`config.mk`:
```
export PLATFORM = sky130hd
export DESIGN_NAME = uart_tx_arbiter_flat
export DESIGN_NICKNAME = d
export VERILOG_FILES = /design/src/rtl/uart_tx_arbiter_pkg.sv /design/src/rtl/uart_tx_arbiter_if.sv /design/src/rtl/uart_tx_arbiter_rr_pick.sv /design/src/rtl/uart_tx_arbiter.sv /design/src/flat_wrapper.sv
export SDC_FILE = /design/constraint.sdc
export NUM_CORES = 1
export LEC_CHECK = 0
export CAP_MARGIN = 40
export CORE_MARGIN = 10
export CORE_UTILIZATION = 44
export CTS_CLUSTER_SIZE = 10
export DETAILED_ROUTE_END_ITERATION = 10
export PLACE_DENSITY_LB_ADDON = 0.15
export SLEW_MARGIN = 20
export SYNTH_ARGS = -nofsm -noshare
export SYNTH_HDL_FRONTEND = slang
export SYNTH_HIERARCHICAL = 1
export SYNTH_SLANG_ARGS = --single-unit
```
`constraint.sdc`:
```
create_clock -name clk -period 3.2 [get_ports clk]
set_clock_uncertainty 0.15 [all_clocks]
set_input_delay 0.48 -clock clk [delete_from_list [all_inputs] [get_ports clk]]
set_output_delay 0.48 -clock clk [all_outputs]
set_load 0.01 [all_outputs]
```
`src/rtl/uart_tx_arbiter_pkg.sv`:
```
// Shared types for the UART transmit arbiter: FSM state encoding
// and the requester-pointer width.
package uart_arb_pkg;

    typedef enum logic [1:0] {
        IDLE = 2'd0,
        LOAD = 2'd1,
        WAIT = 2'd2
    } state_e;

    localparam int NREQ_DEF = 4;

    function automatic int ptr_w(input int n);
        return (n > 1) ? $clog2(n) : 1;
    endfunction

    localparam int PTR_W = ptr_w(NREQ_DEF);

endpackage

```
`src/rtl/uart_tx_arbiter_if.sv`:
```
// Requester and serializer bundle between the arbiter (slave side)
// and its environment (master side).
interface uart_tx_arbiter_if #(
    parameter int NREQ = 4,
    parameter int DW   = 8
);
    logic [NREQ-1:0]    req_valid;
    logic [NREQ*DW-1:0] req_data;
    logic [NREQ-1:0]    req_last;
    logic [NREQ-1:0]    req_ready;
    logic [NREQ-1:0]    grant;
    logic [DW-1:0]      tx_data;
    logic               tx_start;
    logic               tx_busy;
    logic               tx_done;
    logic               timeout;

    modport slave (
        input  req_valid, req_data, req_last, tx_busy, tx_done,
        output req_ready, grant, tx_data, tx_start, timeout
    );

    modport master (
        output req_valid, req_data, req_last, tx_busy, tx_done,
        input  req_ready, grant, tx_data, tx_start, timeout
    );
endinterface

```
`src/rtl/uart_tx_arbiter_rr_pick.sv`:
```
// Combinational round-robin picker: first set request at or after
// ptr_i, wrapping modulo N; returns one-hot grant and its index.
module rr_pick
    import uart_arb_pkg::*;
#(
    parameter int N  = 4,
    parameter int PW = ptr_w(N)
) (
    input  logic [N-1:0]  req_i,
    input  logic [PW-1:0] ptr_i,
    output logic [N-1:0]  gnt_o,
    output logic [PW-1:0] idx_o,
    output logic          any_o
);

    logic [PW-1:0] j;

    always_comb begin
        gnt_o = '0;
        idx_o = '0;
        any_o = 1'b0;
        j     = '0;
        for (int i = 0; i < N; i++) begin
            j = PW'((int'(ptr_i) + i) % N);
            if (!any_o && req_i[j]) begin
                any_o    = 1'b1;
                gnt_o[j] = 1'b1;
                idx_o    = j;
            end
        end
    end

endmodule

```
`src/rtl/uart_tx_arbiter.sv`:
```
// Message-level round-robin arbiter in front of the UART transmitter.
// Define UART_ARB_TIMEOUT_EN to revoke grants from stalled owners.
module uart_tx_arbiter
    import uart_arb_pkg::*;
#(
    parameter int NREQ    = 4,
    parameter int DW      = 8,
    parameter int TIMEOUT = 50000
) (
    input  logic               clk,
    input  logic               RST,
    uart_tx_arbiter_if.slave   bus
);

    localparam int PW = ptr_w(NREQ);

    state_e          state_q, state_d;
    logic [PW-1:0]   ptr_q, ptr_d;
    logic [PW-1:0]   gidx_q, gidx_d;
    logic [NREQ-1:0] grant_q, grant_d;
    logic [DW-1:0]   tx_data_q, tx_data_d;
    logic            tx_start_q, tx_start_d;
    logic            last_q, last_d;
`ifdef UART_ARB_TIMEOUT_EN
    logic [15:0]     cnt_q, cnt_d;
    logic            timeout_q, timeout_d;
`endif

    logic [NREQ-1:0] pick_gnt;
    logic [PW-1:0]   pick_idx;
    logic            pick_any;
    logic            ld_open;
    logic            hs;
    logic [PW-1:0]   nxt_ptr;

    rr_pick #(.N(NREQ), .PW(PW)) u_pick (
        .req_i (bus.req_valid),
        .ptr_i (ptr_q),
        .gnt_o (pick_gnt),
        .idx_o (pick_idx),
        .any_o (pick_any)
    );

    assign ld_open = (state_q == LOAD) && !bus.tx_busy;
    assign hs      = ld_open && bus.req_valid[gidx_q];
    assign nxt_ptr = (gidx_q == PW'(NREQ - 1)) ? '0 : gidx_q + 1'b1;

    assign bus.req_ready = grant_q & {NREQ{ld_open}};
    assign bus.grant     = grant_q;
    assign bus.tx_data   = tx_data_q;
    assign bus.tx_start  = tx_start_q;
`ifdef UART_ARB_TIMEOUT_EN
    assign bus.timeout   = timeout_q;
`else
    assign bus.timeout   = 1'b0;
`endif

    always_comb begin
        state_d    = state_q;
        ptr_d      = ptr_q;
        gidx_d     = gidx_q;
        grant_d    = grant_q;
        tx_data_d  = tx_data_q;
        tx_start_d = 1'b0;
        last_d     = last_q;
`ifdef UART_ARB_TIMEOUT_EN
        cnt_d      = cnt_q;
        timeout_d  = 1'b0;
`endif
        unique case (state_q)
            IDLE: begin
                if (pick_any) begin
                    state_d = LOAD;
                    grant_d = pick_gnt;
                    gidx_d  = pick_idx;
`ifdef UART_ARB_TIMEOUT_EN
                    cnt_d   = '0;
`endif
                end
            end
            LOAD: begin
                if (hs) begin
                    tx_data_d  = bus.req_data[gidx_q*DW +: DW];
                    tx_start_d = 1'b1;
                    last_d     = bus.req_last[gidx_q];
                    state_d    = WAIT;
`ifdef UART_ARB_TIMEOUT_EN
                    cnt_d      = '0;
                end else if (!bus.req_valid[gidx_q]) begin
                    // owner went quiet: count idle cycles toward revocation
                    if (cnt_q == 16'(TIMEOUT - 1)) begin
                        timeout_d = 1'b1;
                        state_d   = IDLE;
                        ptr_d     = nxt_ptr;
                        grant_d   = '0;
                    end else begin
                        cnt_d = cnt_q + 16'd1;
                    end
`endif
                end
            end
            WAIT: begin
                if (bus.tx_done) begin
                    if (last_q) begin
                        state_d = IDLE;
                        ptr_d   = nxt_ptr;
                        grant_d = '0;
                    end else begin
                        state_d = LOAD;
`ifdef UART_ARB_TIMEOUT_EN
                        cnt_d   = '0;
`endif
                    end
                end
            end
            default: state_d = IDLE;
        endcase
    end

    always_ff @(posedge clk or negedge RST) begin
        if (!RST) begin
            state_q    <= IDLE;
            ptr_q      <= '0;
            gidx_q     <= '0;
            grant_q    <= '0;
            tx_data_q  <= '0;
            tx_start_q <= 1'b0;
            last_q     <= 1'b0;
`ifdef UART_ARB_TIMEOUT_EN
            cnt_q      <= '0;
            timeout_q  <= 1'b0;
`endif
        end else begin
            state_q    <= state_d;
            ptr_q      <= ptr_d;
            gidx_q     <= gidx_d;
            grant_q    <= grant_d;
            tx_data_q  <= tx_data_d;
            tx_start_q <= tx_start_d;
            last_q     <= last_d;
`ifdef UART_ARB_TIMEOUT_EN
            cnt_q      <= cnt_d;
            timeout_q  <= timeout_d;
`endif
        end
    end

endmodule

```
`src/flat_wrapper.sv`:
```
// flat-port wrapper written by rule: the top's interface ports become plain ports
module uart_tx_arbiter_flat import uart_arb_pkg::*;
#(
    parameter int NREQ    = 4,
    parameter int DW      = 8,
    parameter int TIMEOUT = 50000
)
  (clk, RST, bus_req_valid, bus_req_data, bus_req_last, bus_tx_busy, bus_tx_done, bus_req_ready, bus_grant, bus_tx_data, bus_tx_start, bus_timeout);
  uart_tx_arbiter_if #(.NREQ(NREQ), .DW(DW)) bus_i ();
  input  logic clk;
  input  logic RST;
  input wire logic [$bits(bus_i.req_valid)-1:0] bus_req_valid;
  input wire logic [$bits(bus_i.req_data)-1:0] bus_req_data;
  input wire logic [$bits(bus_i.req_last)-1:0] bus_req_last;
  input wire logic [$bits(bus_i.tx_busy)-1:0] bus_tx_busy;
  input wire logic [$bits(bus_i.tx_done)-1:0] bus_tx_done;
  output wire logic [$bits(bus_i.req_ready)-1:0] bus_req_ready;
  output wire logic [$bits(bus_i.grant)-1:0] bus_grant;
  output wire logic [$bits(bus_i.tx_data)-1:0] bus_tx_data;
  output wire logic [$bits(bus_i.tx_start)-1:0] bus_tx_start;
  output wire logic [$bits(bus_i.timeout)-1:0] bus_timeout;
  assign bus_i.req_valid = bus_req_valid;
  assign bus_i.req_data = bus_req_data;
  assign bus_i.req_last = bus_req_last;
  assign bus_i.tx_busy = bus_tx_busy;
  assign bus_i.tx_done = bus_tx_done;
  assign bus_req_ready = bus_i.req_ready;
  assign bus_grant = bus_i.grant;
  assign bus_tx_data = bus_i.tx_data;
  assign bus_tx_start = bus_i.tx_start;
  assign bus_timeout = bus_i.timeout;
  uart_tx_arbiter #(.NREQ(NREQ), .DW(DW), .TIMEOUT(TIMEOUT)) u_core (.clk(clk), .RST(RST), .bus(bus_i));
endmodule
```
==> results.md <==
- Status: finished clean
- CP Launch Type: flop
- Simple-Gate Fraction of Synth Area: 11.9%
- Share of total power in combinational logic: 58.4%
- TNS Setup: 0 ns
- Synth Area in Compound Gates: 9.11%
- HPWL Detailed: 3290 µm
- CP max-delay cell: dfrtp_1
- Fin area: between 2000 and 2500 µm²
- LEAKAGE: approximately 0.93 nW
- Antenna viol nets, final: 0
- Num CTS Buffers: 3
- Multiplexer area fraction after synthesis: a little under two fifths
- Yosys cell types: 35
- GRT overflow: 0
- CTS tree: yes
- Post-CTS resize count: 0
- Commonest non-fill, non-tap cell in the layout: clkdlybuf4s50_1
- Die Area: approximately 6400 µm²
- H-tree levels: 1
- R2R Path Start: u_core/ptr_q[1]
- Leading cell types in the layout, fill and taps excluded: clkdlybuf4s50_1 (60), dfrtp_1 (20), mux4_1 (11)
- Drt first pass iters: 4
- Synth Flop Type: dfrtp_1
- Hold_buf cts: 0
- CTS sink count: 20
- DR WL met3: slightly above 300 µm
- Met1 wire length: 1610 µm
- # Post-CTS Setup Buffers: 0
- Synth warn: 6
- Worst hold slack: 0.322 ns
- Final nets: 235
- Unrepaired setup endpoints after global routing: false
- Clock Root Buffer: clkbuf_4
- Area grow syn2layout: 42.5%
- Crit end category: flop
- Net switching power: 0.000631 W
- Vias in the first global route: 1427
- Synth top area cells: dfrtp_1 (31%), mux4_1 (18%), mux2_4 (7.5%)
- Endpoints failing setup: 0
- Clock power frac: 12.2%
- Placer Congestion: roughly 0.94
- Fraction of the mapped netlist area in adder cells: under 10%
- Flop pwr share: 29.4%
- Worst-Skew Late Latency: 0.31 ns
- Largest net degree at the start of global routing: 14
- Worst-path cell chain: inv_1 > ha_1 > mux4_2 > nor4b_4 > nor2_1 > a32o_1 > mux2_2
- Initial antenna violation count: 0
- Worst-margin pin slew: about 0.61 ns
- Clk pin slew, worst setup/hold paths: 0.13 ns
- F_max: 0.362 GHz
- Row count: 21
- First-pass GRT wire length: 6820 µm
- Post-route minimum period: around 2.8 ns
- Slew Viols, Final: 0
- Filler cell count: 284
- Max-cap violations: 0
- Power Density: 763 nW/µm²
- DR top layer: met4
- EDFF count, synth: 0
- Critical path class: flop to flop
- Slew headroom: 59.6%
- Placed cell area: 2220 µm²
- Iter 0 DRT Violations: between 80 and 90
- WL final: 4050 µm
- Via-to-Cell Ratio: between 5 and 6
- Leading area contributor after synthesis: dfrtp_1
- Die outline height: 80.2 µm
- Main combinational cell family by area after synthesis: multiplexers
- Fin crit share: between 80% and 90%
- Syn_area_per_cell: roughly 13 µm²
- GRT Util Overall: 13.1%
- Critical Path AT: ~2.8 ns
- DRC Markers: 0
- Worst vdd ir: 0.375 mV
- Post-synthesis cell count: approximately 130
- Switch share: between 30 and 40%
- HP Class: input port to asynchronous set/reset pin
- Initial core utilization: 46.7%
- Sequential area share after synthesis: 31.4%
- Async S/R FF share, synth: between 90% and 100%
- Internal power: 0.00110 W
- Mapped Area: approximately 1600 µm²
- Core Box Area: 3420 µm²
- Critical path startpoint: u_core/ptr_q[1]
- Maximum clock insertion buffer count: 2
- Share of post-route cells with drive strength above 1: 14.7%
- Crit path max fanout: 10
- Synthesis-stage register bit count: 20
- Routed WL per cell: between 15 and 20 µm
- Largest stage delay, worst path: 0.54 ns
- Number of port buffers: 60
- Die width: 80.2 µm
- Via count: around 1300
- WL met2: 2090 µm
- Required time of the worst setup path: 3.25 ns
- N_diodes: 0
- XOR/XNOR share of the synthesized area: 0%
- Final Hold Viols: 0
- Io pins: 62
- Post-synth top area share: a little under a third
- Synth Net Count: 175
routing by layer:
metal	track usage (%)	up-vias
met2	23.0	46
met3	4.57	7
met4	3.70	0
met5	0	-
li1	-	606
met1	14.7	619
kinds of logic (layout without fill, tap and decap cells):
group / Yosys count / after routing
and+or+nand+nor: 29 / 29
muxes: 33 / 33
other: 1 / 1
buffers and inverters: 15 / 74
AOI/OAI and AO/OA: 21 / 21
adders and majority gates: 6 / 6
DFF: 20 / 20
area by class of cell:
type | instances | area, µm² | area share [%]
inverter | 8 | 30.0 | 1.32
sequential | 20 | 500 | 22.0
clock inverter | 1 | 30.0 | 1.32
clock buffer | 3 | 22.5 | 0.992
tap | 46 | 57.6 | 2.53
timing repair buffer | 62 | 623 | 27.4
multi-input combinational | 90 | 1010 | 44.4
state kept, by name, summed over array words and instances (netlist names):
name                 flops
u_core/gidx_q            2
u_core/bus.tx_start      1
u_core/bus.tx_data       8
u_core/last_q            1
u_core/bus.grant         4
u_core/ptr_q             2
u_core/state_q           2
metrics by stage:
step / cells / setup WS [ns] / util, % / power (W)
6_report: 230 / 0.440 / 66.5 / 0.00173
5_1_grt: 230 / 0.232 / 66.5 / 0.00187
4_1_cts: 230 / 0.457 / 66.5 / 0.00175
3_5_place_dp: 226 / 0.314 / 64.9 / 0.00153
3_3_place_gp: 225 / 0.390 / 64.5 / 0.00149
2_1_floorplan: 125 / 0.686 / - / 0.00119
synth_stat cells (2+ instances only):
cell type,n
inv_1,8
mux4_2,3
and2_1,4
nand2_1,5
buf_4,2
dfrtp_1,20
nor2b_1,2
nor3_1,2
mux2_4,8
o31ai_1,2
nor2_1,3
clkbuf_1,2
mux2_2,5
o21ai_0,6
ha_1,6
mux4_1,11
a22oi_1,8
buf_6,3
nand2b_1,4
mux2i_1,6
power by group through the flow:
| stage | Clock, W | Sequential [W] | Combinational [W] |
|---|---|---|---|
| after floorplan | 0 | 0.000492 | 0.000700 |
| after global placement | 0 | 0.000508 | 0.000983 |
| after detailed placement | 0 | 0.000512 | 0.00102 |
| after CTS | 0.000219 | 0.000511 | 0.00102 |
| after global routing | 0.000233 | 0.000534 | 0.00110 |
| final | 0.000212 | 0.000509 | 0.00101 |
final timing paths:
check                                         to  slack, ns  cells after the start
max                             u_core/gidx_q[1]       0.44                      7
min                          u_core/bus.grant[2]       0.32                      1
max reg2reg                     u_core/gidx_q[1]       0.44                      7
min reg2reg                u_core/bus.tx_data[0]       0.37                      1
max in group asynchronous  u_core/bus.tx_data[2]       2.12                      2
min in group clk           u_core/bus.tx_data[0]       0.37                      1
critical path, delay by kind of cell (launching register included):
family | cells | cell delay (ns)
multiplexers | 2 | 0.70
flip-flops | 1 | 0.54
AND/OR/NAND/NOR | 2 | 0.51
adder cells (fa/ha/maj) | 1 | 0.38
AO/OA/AOI/OAI | 1 | 0.22
buffers and inverters | 1 | 0.16
(Power assumes the default switching activity.)
